[config.mk]
export PLATFORM = sky130hd
export DESIGN_NAME = serial_chunk_adder
export DESIGN_NICKNAME = d
export VERILOG_FILES = /design/src/rtl/adder_pkg.sv /design/src/rtl/full_adder.sv /design/src/rtl/rca_chunk.sv /design/src/rtl/serial_chunk_adder.sv
export SDC_FILE = /design/constraint.sdc
export NUM_CORES = 1
export LEC_CHECK = 0
export BUFFER_PORTS_ARGS = -buffer_cell sky130_fd_sc_hd__buf_2
export CAP_MARGIN = 30
export CORE_ASPECT_RATIO = 1.4
export CORE_MARGIN = 1.5
export CORE_UTILIZATION = 30
export DETAILED_ROUTE_END_ITERATION = 8
export HOLD_SLACK_MARGIN = 0.08
export MAX_ROUTING_LAYER = met4
export SYNTH_ARGS = -nofsm -noshare
export SYNTH_HDL_FRONTEND = slang
export SYNTH_SLANG_ARGS = --single-unit
[constraint.sdc]
create_clock -name clk -period 6.4 [get_ports clk]
set_input_delay 0.96 -clock clk [delete_from_list [all_inputs] [get_ports clk]]
set_output_delay 0.96 -clock clk [all_outputs]
set_load 0.01 [all_outputs]
[src/rtl/adder_pkg.sv]
// Shared types and helpers for the serial chunk adder.
package adder_pkg;

    typedef enum logic [1:0] {
        IDLE = 2'd0,
        RUN  = 2'd1,
        DONE = 2'd2
    } state_e;

    // Counter width able to index NCHUNK chunks; never narrower than one bit.
    function automatic int unsigned cnt_width(input int unsigned n);
        return (n <= 1) ? 1 : $clog2(n);
    endfunction

endpackage

[src/rtl/full_adder.sv]
// Single-bit full adder cell.
module full_adder (
    input  logic a,
    input  logic b,
    input  logic cin,
    output logic s,
    output logic cout
);

    // Sum and majority carry.
    always_comb begin
        s    = a ^ b ^ cin;
        cout = (a & b) | (a & cin) | (b & cin);
    end

endmodule

[src/rtl/rca_chunk.sv]
// Combinational CHUNK-bit ripple-carry slice built from full_adder cells.
module rca_chunk #(
    parameter int CHUNK = 4
) (
    input  logic [CHUNK-1:0] a,
    input  logic [CHUNK-1:0] b,
    input  logic             cin,
    output logic [CHUNK-1:0] s,
    output logic             cout
);

    logic [CHUNK:0] c;

    assign c[0] = cin;
    assign cout = c[CHUNK];

    for (genvar i = 0; i < CHUNK; i++) begin : g_bit
        full_adder u_fa (
            .a    (a[i]),
            .b    (b[i]),
            .cin  (c[i]),
            .s    (s[i]),
            .cout (c[i+1])
        );
    end

endmodule

[src/rtl/serial_chunk_adder.sv]
// Multi-cycle add/subtract: one shared CHUNK-bit slice, registered carry
// between chunks, valid/ready handshakes on both sides.
module serial_chunk_adder
    import adder_pkg::*;
#(
    parameter int WIDTH = 16,
    parameter int CHUNK = 4
) (
    input  logic             clk,
    input  logic             rst_n,
    input  logic             in_valid,
    output logic             in_ready,
    input  logic [WIDTH-1:0] a,
    input  logic [WIDTH-1:0] b,
    input  logic             cin,
    input  logic             sub,
    output logic             out_valid,
    input  logic             out_ready,
    output logic [WIDTH-1:0] sum,
    output logic             cout,
    output logic             ovf
);

    localparam int          NCHUNK = WIDTH / CHUNK;
    localparam int unsigned CW     = cnt_width(NCHUNK);
    localparam logic [CW-1:0] LAST = CW'(NCHUNK - 1);

    if ((CHUNK < 1) || (CHUNK > WIDTH) || ((WIDTH % CHUNK) != 0)) begin : g_bad_param
        $fatal(1, "serial_chunk_adder: WIDTH must be a multiple of CHUNK, 1 <= CHUNK <= WIDTH");
    end

    state_e          state_q, state_d;
    logic [WIDTH-1:0] a_q, a_d, b_q, b_d, sum_q, sum_d;
    logic             carry_q, carry_d, amsb_q, amsb_d, bmsb_q, bmsb_d;
    logic             cout_q, cout_d, ovf_q, ovf_d;
    logic [CW-1:0]    cnt_q, cnt_d;

    logic [CHUNK-1:0] slice_s;
    logic             slice_c;
    logic [WIDTH-1:0] sum_shift;
    logic [WIDTH-1:0] b_eff;

    rca_chunk #(.CHUNK(CHUNK)) u_slice (
        .a    (a_q[CHUNK-1:0]),
        .b    (b_q[CHUNK-1:0]),
        .cin  (carry_q),
        .s    (slice_s),
        .cout (slice_c)
    );

    // New chunk enters sum from the top; a single-chunk config replaces it outright.
    if (CHUNK == WIDTH) begin : g_one_chunk
        assign sum_shift = slice_s;
    end else begin : g_multi_chunk
        assign sum_shift = {slice_s, sum_q[WIDTH-1:CHUNK]};
    end

    assign b_eff     = sub ? ~b : b;
    assign in_ready  = (state_q == IDLE);
    assign out_valid = (state_q == DONE);
    assign sum       = sum_q;
    assign cout      = cout_q;
    assign ovf       = ovf_q;

    // State and datapath registers; reset aborts any operation in flight.
    always_ff @(posedge clk or negedge rst_n) begin
        if (!rst_n) begin
            state_q <= IDLE;
            a_q     <= '0;
            b_q     <= '0;
            sum_q   <= '0;
            carry_q <= 1'b0;
            amsb_q  <= 1'b0;
            bmsb_q  <= 1'b0;
            cout_q  <= 1'b0;
            ovf_q   <= 1'b0;
            cnt_q   <= '0;
        end else begin
            state_q <= state_d;
            a_q     <= a_d;
            b_q     <= b_d;
            sum_q   <= sum_d;
            carry_q <= carry_d;
            amsb_q  <= amsb_d;
            bmsb_q  <= bmsb_d;
            cout_q  <= cout_d;
            ovf_q   <= ovf_d;
            cnt_q   <= cnt_d;
        end
    end

    // Next-state: capture in IDLE, one chunk per cycle in RUN, hold in DONE.
    always_comb begin
        state_d = state_q;
        a_d     = a_q;
        b_d     = b_q;
        sum_d   = sum_q;
        carry_d = carry_q;
        amsb_d  = amsb_q;
        bmsb_d  = bmsb_q;
        cout_d  = cout_q;
        ovf_d   = ovf_q;
        cnt_d   = cnt_q;
        case (state_q)
            IDLE: begin
                if (in_valid) begin
                    a_d     = a;
                    b_d     = b_eff;
                    carry_d = sub ? 1'b1 : cin;
                    amsb_d  = a[WIDTH-1];
                    bmsb_d  = b_eff[WIDTH-1];
                    cnt_d   = '0;
                    state_d = RUN;
                end
            end
            RUN: begin
                sum_d   = sum_shift;
                a_d     = a_q >> CHUNK;
                b_d     = b_q >> CHUNK;
                carry_d = slice_c;
                cnt_d   = cnt_q + CW'(1);
                if (cnt_q == LAST) begin
                    cout_d  = slice_c;
                    // slice_s[CHUNK-1] is the final result MSB on this edge
                    ovf_d   = (amsb_q == bmsb_q) && (slice_s[CHUNK-1] != amsb_q);
                    state_d = DONE;
                end
            end
            DONE: begin
                if (out_ready) state_d = IDLE;
            end
            default: state_d = IDLE;
        endcase
    end

endmodule
# Word-level counts from Yosys, hierarchy flattened
# Cells that the tools add are included.
# totals
regBits	57
in_bits	38
out_inout_bits	20
# op_classes
reduce_logical	7
n_bitwise	29
addsub	1
mux	14
n_eq_ne	8
# ops
cell	count
$pmux 16 s2	2
$mux 16	3
$not 16->16	1
$and 1x1->1	12
$mux 2	4
$or 1x1->1	8
$xor 1x1->1	8
$pmux 2 s3	1
$reduce_and 2->1	3
$eq 2x2->1 const B	2
$ne 2x2->1 const B	2
$pmux 2 s2	1
$reduce_and 3->1	1
$add 2x1->2 const B	1
$eq 2x1->1 const B	1
$logic_not 2->1	1
$mux 1	2
$ne 2x1->1 const B	1
$pmux 1 s2	1
$reduce_bool 2->1	1
$eq 1x1->1	1
$logic_and 1x1->1	1
$ne 1x1->1	1

# Logic depth before layout (Yosys ltp)
# Gate-level depths: netlist of run 1.
# logic_depth
depth_word	13
depth_mapped	10
ltp_nobuf	10

# Hierarchy
# A second synthesis of run 1 with hierarchy kept.
# hier_totals
hier_cells	265
hier_area_um2	2582.5
# modules_own_cells
mod	n_inst	seq_area_each_um2	area_each_um2	cells_each
serial_chunk_adder	1	1426.4	2502.4	261
full_adder	4	0.0	20.0	1

# Worst setup path after synthesis of run 1
# No wires, ideal clock.
# synth_timing
kind	register to register
startpoint	register carry_q
endpoint	register ovf_q, in the netlist ovf
setup_time_ns	0.083
slack_ns	4.136
n_path_buf	0
period_less_slack_ns	2.264
arrival_ns	2.181
required_time_ns	6.317
stages_incl_launch_ff	11
cell_sequence	dfrtp_1 inv_1 fa_1 inv_1 fa_1 fa_1 inv_1 fa_1 nor3_1 nor2_1 o21ai_0
# synth_between
elab_chain_len	12
elab_cells_between_ends	15
cone_classes	1 x eq/ne; 13 x bitwise; 1 x reduce/logical
# synth_lines
item	line_no	source
start, declared	serial_chunk_adder.sv:34	logic carry_q, carry_d, amsb_q, amsb_d, bmsb_q, bmsb_d;
start signal, assigned	serial_chunk_adder.sv:83	carry_q <= carry_d;
$and 1x1->1	full_adder.sv:13	cout = (a & b) | (a & cin) | (b & cin);
$or 1x1->1	full_adder.sv:13	
$or 1x1->1 (*)	full_adder.sv:13	
$and 1x1->1	full_adder.sv:13	
$or 1x1->1	full_adder.sv:13	
$or 1x1->1 (*)	full_adder.sv:13	
$and 1x1->1	full_adder.sv:13	
$or 1x1->1	full_adder.sv:13	
$or 1x1->1 (*)	full_adder.sv:13	
$xor 1x1->1 (*)	full_adder.sv:12	s = a ^ b ^ cin;
$ne 1x1->1 (*)	serial_chunk_adder.sv:125	ovf_d = (amsb_q == bmsb_q) && (slice_s[CHUNK-1] != amsb_q);
$logic_and 1x1->1 (*)	serial_chunk_adder.sv:125	
end signal, assigned	serial_chunk_adder.sv:87	ovf_q <= ovf_d;
end, declared	serial_chunk_adder.sv:35	logic cout_q, cout_d, ovf_q, ovf_d;
# Every way passes the cells marked *; elsewhere a longest branch is shown, timed or not.
# A chain may end at the register's enable or synchronous reset.

# Final worst setup path of run 1
# layout_timing
startpoint	register state_q[1]
endpoint	output port out_valid
# layout_between
elab_chain_len	1
# layout_lines
item	line_no	source
start, declared	serial_chunk_adder.sv:32	state_e state_q, state_d;
start signal, assigned	serial_chunk_adder.sv:79	state_q <= state_d;
$eq 2x2->1	serial_chunk_adder.sv:60	assign out_valid = (state_q == DONE);
end, declared	serial_chunk_adder.sv:17	output logic out_valid,
# No other way between the ends.

==> results of run 1 <==
==> worst register-to-register path: stages (launching register included) <==
cell     delay [ps]
dfrtp_1         350
inv_1            90
fa_1            170
inv_1            50
fa_1            370
fa_1            360
inv_1            70
fa_1            450
nor3_1          210
nor2_1           50
o21ai_0         140
==> worst min path at each step <==
stage | slack [ps] | cells after the start | end
after floorplan | 450 | 2 | a_q[4]
after global placement | 450 | 2 | sum[0]
after detailed placement | 460 | 2 | sum[0]
after CTS | 470 | 2 | sum[2]
after global routing | 500 | 2 | a_q[4]
final | 460 | 2 | sum[2]
==> final cells by class <==
cell class / count / area (um^2)
Tap cell: 105 / 131
Multi-Input combinational cell: 178 / 1070
Clock buffer: 11 / 253
Inverter: 9 / 33.8
Fill cell: 855 / 5230
Sequential cell: 57 / 1430
Timing Repair Buffer: 61 / 335
Clock inverter: 5 / 77.6
==> stage by stage <==
stage,total power [W],util,setup WS (ps),cell area [um^2]
after floorplan,0.00105,-,4140,2630
after global placement,0.00122,0.347,3920,2970
after detailed placement,0.00126,0.350,3890,2990
after CTS,0.00179,0.388,3520,3320
after global routing,0.00191,0.388,3440,3320
final,0.00177,0.388,3560,3320
==> layer usage <==
layer | vias to the layer above | global-route usage | wire length [um]
met2 | 52 | 0.232 | 3080
li1 | 998 | - | -
met4 | 0 | 0.0610 | 82
met1 | 962 | 0.171 | 2590
met5 | - | - | 0
met3 | 6 | 0.0448 | 244
==> flip-flops by register name, summed over array words and instances (netlist names) <==
name and flops:
sum 16, carry_q 1, amsb_q 1, cout 1, a_q 16, ovf 1, bmsb_q 1, b_q 16
state_q 2, cnt_q 2
==> power by group through the flow <==
| stage | logic, W | registers [W] | clock network (W) |
|---|---|---|---|
| floorplan | 0.000429 | 0.000623 | 0 |
| global placement | 0.000597 | 0.000620 | 0 |
| detailed placement | 0.000638 | 0.000624 | 0 |
| CTS | 0.000640 | 0.000619 | 0.000533 |
| global route | 0.000717 | 0.000641 | 0.000554 |
| finish | 0.000630 | 0.000618 | 0.000519 |
==> cell families (layout without fill, tap and decap cells) <==
family,Yosys count,in the layout,synth area share
compound gates,51,51,0.142
xor+xnor,16,16,0.0534
fa+ha+maj,5,5,0.0353
buf+inv,26,86,0.0500
flops,57,57,0.543
simple gates,106,106,0.176
==> synthesized netlist by cell type (2+ instances only) <==
cell | instances | area share
a221o_1 | 6 | 0.023
a221o_2 | 4 | 0.017
a22oi_1 | 12 | 0.034
and3_1 | 6 | 0.014
buf_2 | 9 | 0.017
buf_4 | 2 | 0.0057
buf_6 | 2 | 0.0086
clkbuf_1 | 3 | 0.0043
dfrtp_1 | 57 | 0.54
fa_1 | 4 | 0.031
inv_1 | 8 | 0.011
nand2_1 | 73 | 0.10
nand3_1 | 10 | 0.019
nor2_1 | 8 | 0.011
nor2b_1 | 2 | 0.0048
o21ai_0 | 17 | 0.032
o21ai_1 | 3 | 0.0057
o221ai_1 | 2 | 0.0067
o22ai_1 | 2 | 0.0048
xnor2_1 | 10 | 0.033
xor2_1 | 6 | 0.020
==> run summary, run 1 <==
Post-synthesis async set-or-reset flop share -> 1.00
# port buffers -> 57
WL final -> 5.99 mm
Clock share of power -> 0.294
Setup TNS -> 0 ps
Layout Nets -> 359
Final Hold Viols -> 0
Placed Cells -> 410
Hold Crit Class -> register to register
Kind of critical path -> register to primary output
Hold_sp -> sum[2]
First-pass GRT wire length -> 9.77 mm
IO Pins -> 58
GRT Overall Usage -> 0.147
Post-CTS Repair Setup Buffers -> 0
CP endpoint -> out_valid
Clock tree from TritonCTS -> done
Status -> complete, no violations
Post-detail-place hpwl -> 4.07 mm
Switch share -> 0.355
Flop pwr share -> 0.350
Worst flop-to-flop path endpoint -> ovf
Flop2flop setup slack -> 4000 ps
Initial DRC Count -> 94
Switching power -> 0.000628 W
Period utilisation layout -> 0.444
Reg2reg start -> a_q[0]
Synth-to-Final Area Change -> 26.6%
Initial DRT Pass Iterations -> 4
Total of max-cap violations -> 0
DR DRC count -> 0
Crit. End Element -> primary output
Num CTS Buffers -> 9
Worst EP required -> 5440 ps
Placer Congestion -> 0.748
Slew of the pin with the lowest slew margin -> 837 ps
Rel. slew slack -> 0.441
Largest net degree at the start of global routing -> 58
Routed WL per cell -> 14.1 um
Root Buffer -> clkbuf_16
Yosys cell types -> 36
F_max -> 352 MHz
Resized cells post-CTS -> 0
Combinational group share of total power -> 0.356
# rows -> 40
Antenna violations before repair -> 0
H-tree level count -> 3
Stages on the worst setup path -> 3
Yosys Warn Count -> 0
Via count -> 2,018
Most frequent cells in the layout -> 73 x nand2_1, 57 x dfrtp_1, 57 x buf_2, 17 x o21ai_0, 12 x a22oi_1
# clock sinks -> 57
CTS clk-pin slew, worst paths -> 50 ps
Synth Cell Area -> 2630 um^2
Internal -> 0.00114 W
Ys flop type -> dfrtp_1
Seq cells post-synth -> 57
Setup Viol. Count Final -> 0
Antenna-violating nets left -> 0
Pleak -> 1.65 nW
Power per cell area -> 532 nW/um^2
Max Fanout on Critical Path -> 22
CP top delay family -> flip-flops
Setup Skew -> 7.27 ps
Critical path, cell by cell -> clkinv_1 > nor2_1 > buf_2
R2R depth -> 10
# diodes -> 0
Vias in the first global route -> 1,939
Maximum clock insertion buffer count -> 2
Die Y -> 114 um
CP Launch Type -> register
Worst Setup SP -> state_q[1]
Fin Hold WS -> 462 ps
Die Area -> 9330 um^2
Syn_area_per_cell -> 10.1 um^2
Synthesized Nets -> 304
CTS Hold Bufs -> 0
Initial core utilization -> 0.307
Fin crit period -> 2840 ps
Post-synthesis cell count -> 261
Commonest non-fill, non-tap cell in the layout -> nand2_1
Grt ovf -> 0
Core area -> 8560 um^2
Final Max Tran Viols -> 0
RSZ-0062 raised after global routing -> no
Post-synth EDFFs -> 0
CP max stage cell -> dfrtp_1
Worst vdd ir -> 0.235 mV
Register area share after synthesis -> 0.543
Drt via density -> 4.74
Skew-Pair Late Insertion Delay -> 320 ps
Non-Filler Instances -> 426
WP buf/inv -> 2
Share of layout cells above drive strength 1 -> 0.262
Worst Path Arrival -> 1880 ps
DIE WIDTH -> 82.1 um
CP max stage delay -> 760 ps
Power figures use the tool's default switching activity.
==> inputs of run 2 (changes only) <==
clock period = 2.93 ns   (was 6.4 ns; I/O delays follow)
==> run 2 against run 1 <==
Clock-buffer cell count fell by 2. Global-route usage increased by 0.59 points. Wire length is 1.1% higher. Cell count grew 0.47%. Largest cell class unchanged.
==> run summary, run 2 (synthesized netlist as in run 1, its figures left out) <==
Largest net degree at the start of global routing -> 32 (-45%)
WL final -> 6.06 mm (+1.1%)
Vias in the first global route -> 2,072 (+6.9%)
Root Buffer -> clkbuf_16
F_max -> 418 MHz
Kind of critical path -> register to register
R2R depth -> 10 (unchanged)
Rel. slew slack -> 0.469 (+0.0284)
CP Launch Type -> register
Grt ovf -> 0 (unchanged)
Via count -> 2,041 (+1.1%)
Antenna-violating nets left -> 0 (unchanged)
Slew of the pin with the lowest slew margin -> 794 ps (-42.5 ps)
Setup TNS -> 0 ps (unchanged)
Worst vdd ir -> 0.521 mV (+120%)
Crit. End Element -> register
Setup Skew -> 7.85 ps (+0.580 ps)
Core area -> 8560 um^2 (unchanged)
Most frequent CP cell -> fa_1
Initial DRT Pass Iterations -> 4 (unchanged)
First-pass GRT wire length -> 10.1 mm (+3.6%)
Maximum clock insertion buffer count -> 2 (unchanged)
Post-layout total power -> 0.00371 W (+110%)
Worst EP required -> 3170 ps (-2270 ps)
Final Max Tran Viols -> 0 (unchanged)
Status -> complete, no violations
Skew-Pair Late Insertion Delay -> 320 ps (about the same)
Critical path, cell by cell -> inv_1 > fa_1 > inv_1 > fa_1 > fa_1 > inv_1 > fa_1 > nor3_1 > nor2_1 > o21ai_0
Fin area -> 3290 um^2 (-1.2%)
Setup WS pre-CTS -> 513 ps (-3380 ps)
Die Area -> 9330 um^2 (unchanged)
Total of max-cap violations -> 0 (unchanged)
Num CTS Buffers -> 9 (unchanged)
Pleak -> 1.63 nW (-1.3%)
GRT Overall Usage -> 0.153 (+0.00589)
Setup Viol. Count Final -> 0 (unchanged)
Max Fanout on Critical Path -> 3 (-86%)
# rows -> 40 (unchanged)
Placer Congestion -> 0.804 (+7.4%)
CP max stage delay -> 430 ps (-330 ps)
Worst Path Arrival -> 2640 ps (+760 ps)
Initial DRC Count -> 49 (-48%)
Layout Nets -> 361 (+0.56%)
Stages on the worst setup path -> 10 (+7)
Clock tree from TritonCTS -> done
# diodes -> 0 (unchanged)
RSZ-0062 raised after global routing -> no
# port buffers -> 57 (unchanged)
CP top delay family -> adder cells
CP max stage cell -> fa_1
CTS clk-pin slew, worst paths -> 50 ps (about the same)
DIE WIDTH -> 82.1 um (unchanged)
Post-detail-place hpwl -> 4.31 mm (+5.9%)
Commonest non-fill, non-tap cell in the layout -> nand2_1
WP buf/inv -> 3 (+1)
# clock sinks -> 57 (unchanged)
Fill cells -> 842 (-1.5%)
CTS Hold Bufs -> 0 (unchanged)
Synth-to-Final Area Change -> 25.2%
Share of layout cells above drive strength 1 -> 0.266 (+0.00457)
IO Pins -> 58 (unchanged)
Placed cell area -> 2990 um^2 (-0.17%)
Fin crit period -> 2390 ps
Die Y -> 114 um (unchanged)
DR DRC count -> 0 (unchanged)
Resized cells post-CTS -> 0 (unchanged)
Initial core utilization -> 0.307 (unchanged)
H-tree level count -> 3 (unchanged)
Most frequent cells in the layout -> 73 x nand2_1, 57 x dfrtp_1, 57 x buf_2, 17 x o21ai_0, 12 x a22oi_1
Period utilisation layout -> 0.817
Final Hold Viols -> 0 (unchanged)
Routed WL per cell -> 14.2 um (+0.66%)
Hold Crit Class -> primary input to asynchronous set/reset pin
Drt via density -> 4.77 (+0.67%)
Antenna violations before repair -> 0 (unchanged)
Final Worst Setup Slack -> 537 ps (-3020 ps)
Post-CTS Repair Setup Buffers -> 0 (unchanged)
Placed Cells -> 412 (+0.49%)
Non-Filler Instances -> 428 (+0.47%)
Power per cell area -> 1130 nW/um^2 (+110%)
## run 2: report_power, final
part           internal [W]  leakage (nW)  switching (W)
combinational      0.000538         0.761       0.000781
clock              0.000654         0.137       0.000364
sequential          0.00113         0.730       0.000235
total               0.00233          1.63        0.00138
## run 2: cell type report
| type | instances | area [um^2] | area share |
|---|---|---|---|
| sequential | 57 | 1430 | 0.434 |
| multi-input combinational | 178 | 1070 | 0.325 |
| timing repair buffer | 63 | 330 | 0.101 |
| clock buffer | 9 | 225 | 0.0685 |
| tap | 105 | 131 | 0.0400 |
| clock inverter | 7 | 71.3 | 0.0217 |
| inverter | 9 | 33.8 | 0.0103 |
## run 2: per-stage QoR
step	hold slack, ps	utilization
3_5_place_dp	457	0.349
4_1_cts	204	0.384
2_1_floorplan	144	-
5_1_grt	231	0.384
6_report	177	0.384
3_3_place_gp	452	0.349
## run 2: layer usage
layer	vias to the layer above	global-route usage	share of wire
met1	970	0.172	0.43
met2	50	0.243	0.50
li1	1005	-	-
met3	16	0.0408	0.038
met4	0	0.0791	0.032
met5	-	-	0
## run 2: final timing paths
kind | start | to | slack, ps
min in group clk | out_ready | state_q[1] | 310
worst min register to register | sum[0] | sum[0] | 460
max in group asynchronous | rst_n | sum[1] | 2060
worst max register to register | carry_q | ovf | 540
worst max-delay path | carry_q | ovf | 540
worst min-delay path | rst_n | a_q[5] | 180
==> inputs of run 3 (changes only) <==
clock period = 2.1 ns   (was 2.93 ns; I/O delays follow)
==> run 3 against run 2 <==
The flow now finishes with violations (setup timing). Cell area up 3.6%. First-iteration DRC count increased by 16%. Clock power is 54% higher. Setup slack lost 710 ps. Via count is 0.15% higher. Largest power group is now combinational logic.
==> run summary, run 3 (synthesized netlist as in run 1, its figures left out) <==
Root Buffer -> clkbuf_16
Worst vdd ir -> 0.735 mV (+41%)
Pleak -> 1.69 nW (+3.6%)
Grt met2 use -> 0.231 (-0.0120)
Num CTS Buffers -> 9 (unchanged)
Antenna-violating nets left -> 0 (unchanged)
WL final -> 5.96 mm (-1.6%)
Antenna violations before repair -> 0 (unchanged)
Layout Nets -> 371 (+2.8%)
DIE WIDTH -> 82.1 um (unchanged)
Grt ovf -> 0 (unchanged)
Maximum clock insertion buffer count -> 2 (unchanged)
Fill cells -> 868 (+3.1%)
# clock sinks -> 57 (unchanged)
Placed cell area -> 3050 um^2 (+2.2%)
# port buffers -> 57 (unchanged)
Placer Congestion -> 0.780 (-3.0%)
Met3 Track Usage GR -> 0.0360 (-0.00480)
Fin area -> 3400 um^2 (+3.6%)
Status -> finished, violations left
Final Worst Setup Slack -> -174 ps (-712 ps)
RSZ-0062 raised after global routing -> yes
Non-Filler Instances -> 438 (+2.3%)
F_max -> 440 MHz (+5.2%)
IO Pins -> 58 (unchanged)
Worst Path Arrival -> 2480 ps (-160 ps)
Final Max Tran Viols -> 0 (unchanged)
CP Launch Type -> register
Fin crit period -> 2270 ps (-118 ps)
Via count -> 2,044 (+0.15%)
Slew of the pin with the lowest slew margin -> 522 ps (-272 ps)
Commonest non-fill, non-tap cell in the layout -> nand2_1
Most frequent cells in the layout -> 73 x nand2_1, 57 x dfrtp_1, 57 x buf_2, 16 x o21ai_0, 15 x buf_4
Initial core utilization -> 0.307 (unchanged)
Fin Hold WS -> 174 ps (-2.30 ps)
Max Fanout on Critical Path -> 3 (unchanged)
Kind of critical path -> register to register
Drt via density -> 4.67 (-2.1%)
Failing checks -> setup timing
Worst Setup SP -> carry_q
H-tree level count -> 3 (unchanged)
Hold_sp -> out_ready
Largest net degree at the start of global routing -> 26 (-19%)
Setup TNS -> -174 ps (-174 ps)
Synth-to-Final Area Change -> 29.7%
Worst EP required -> 2300 ps (-870 ps)
# rows -> 40 (unchanged)
DR DRC count -> 0 (unchanged)
Post-detail-place hpwl -> 4.29 mm (-0.36%)
CTS clk-pin slew, worst paths -> 60 ps (about the same)
Skew-Pair Late Insertion Delay -> 320 ps (about the same)
Crit. End Element -> register
Reg2reg start -> carry_q
Share of layout cells above drive strength 1 -> 0.306 (+0.0401)
Flop2flop setup slack -> -170 ps (-710 ps)
Power per cell area -> 1600 nW/um^2 (+41%)
Placed Cells -> 420 (+1.9%)
Final Hold Viols -> 0 (unchanged)
Die Y -> 114 um (unchanged)
Setup Skew -> 9.91 ps (+2.06 ps)
GRT Overall Usage -> 0.145 (-0.00751)
First-pass GRT wire length -> 9.87 mm (-2.5%)
Rel. slew slack -> 0.652 (+0.183)
Setup Viol. Count Final -> 1 (+1)
Die Area -> 9330 um^2 (unchanged)
Vias in the first global route -> 1,971 (-4.9%)
Grt peak-use layer -> met2
Total of max-cap violations -> 0 (unchanged)
Core area -> 8560 um^2 (unchanged)
Clock tree from TritonCTS -> done
Initial DRT Pass Iterations -> 4 (unchanged)
# diodes -> 0 (unchanged)
Routing usage on met1 -> 0.172 (-0.000775)
Hold Crit Class -> primary input to register
Initial DRC Count -> 57 (+16%)
Routed WL per cell -> 13.6 um (-3.9%)
Period utilisation layout -> 1.08 (+0.266)
[run 3: final timing paths]
path	cells past startpoint	end
max	10	ovf
min	2	state_q[1]
max reg2reg	10	ovf
min reg2reg	2	sum[0]
max in group asynchronous	3	a_q[6]
min in group asynchronous	2	amsb_q
[run 3: worst max-delay path: stages, from the launching register on]
cell	delay, ps
dfrtp_1	380
inv_2	60
fa_1	160
inv_1	50
fa_2	340
fa_2	340
inv_2	60
fa_1	430
and3_1	180
nor2_1	100
o21ai_1	60
[run 3: stage by stage]
stage | total power, W | setup slack, ps | util
2_1_floorplan | 0.00322 | -116 | -
3_3_place_gp | 0.00384 | -179 | 0.357
3_5_place_dp | 0.00390 | -216 | 0.357
4_1_cts | 0.00552 | -183 | 0.397
5_1_grt | 0.00586 | -252 | 0.398
6_report | 0.00543 | -174 | 0.398
[run 3: metal layers]
| metal | part of all wire | wire [um] |
|---|---|---|
| met3 | 0.035 | 209 |
| met2 | 0.50 | 2970 |
| met4 | 0.024 | 142 |
| met5 | 0 | 0 |
| met1 | 0.44 | 2640 |
[run 3: layout make-up]
type | count | area, um^2 | share of cell area
well taps | 105 | 131 | 0.0386
repair buffers | 73 | 408 | 0.120
inverters | 9 | 37.5 | 0.0110
multi-input cells | 178 | 1070 | 0.315
flip-flops and latches | 57 | 1430 | 0.419
clock buffers | 9 | 225 | 0.0662
clock inverters | 7 | 104 | 0.0305
[run 3: report_power, final]
group	switching, W	internal (W)
Combinational	0.00110	0.000847
Clock	0.000519	0.00105
Sequential	0.000331	0.00158
Total	0.00195	0.00348
[run 3: what timing repair did]
item                                   4_1_cts  5_1_grt
gates cloned                                 0        0
endpoints found under the hold margin       19        0
hold buffers                                 1        0
gates resized for setup                      2        3
setup endpoints to repair                    2        4
setup buffers                                1        0
pin swaps                                    1        1
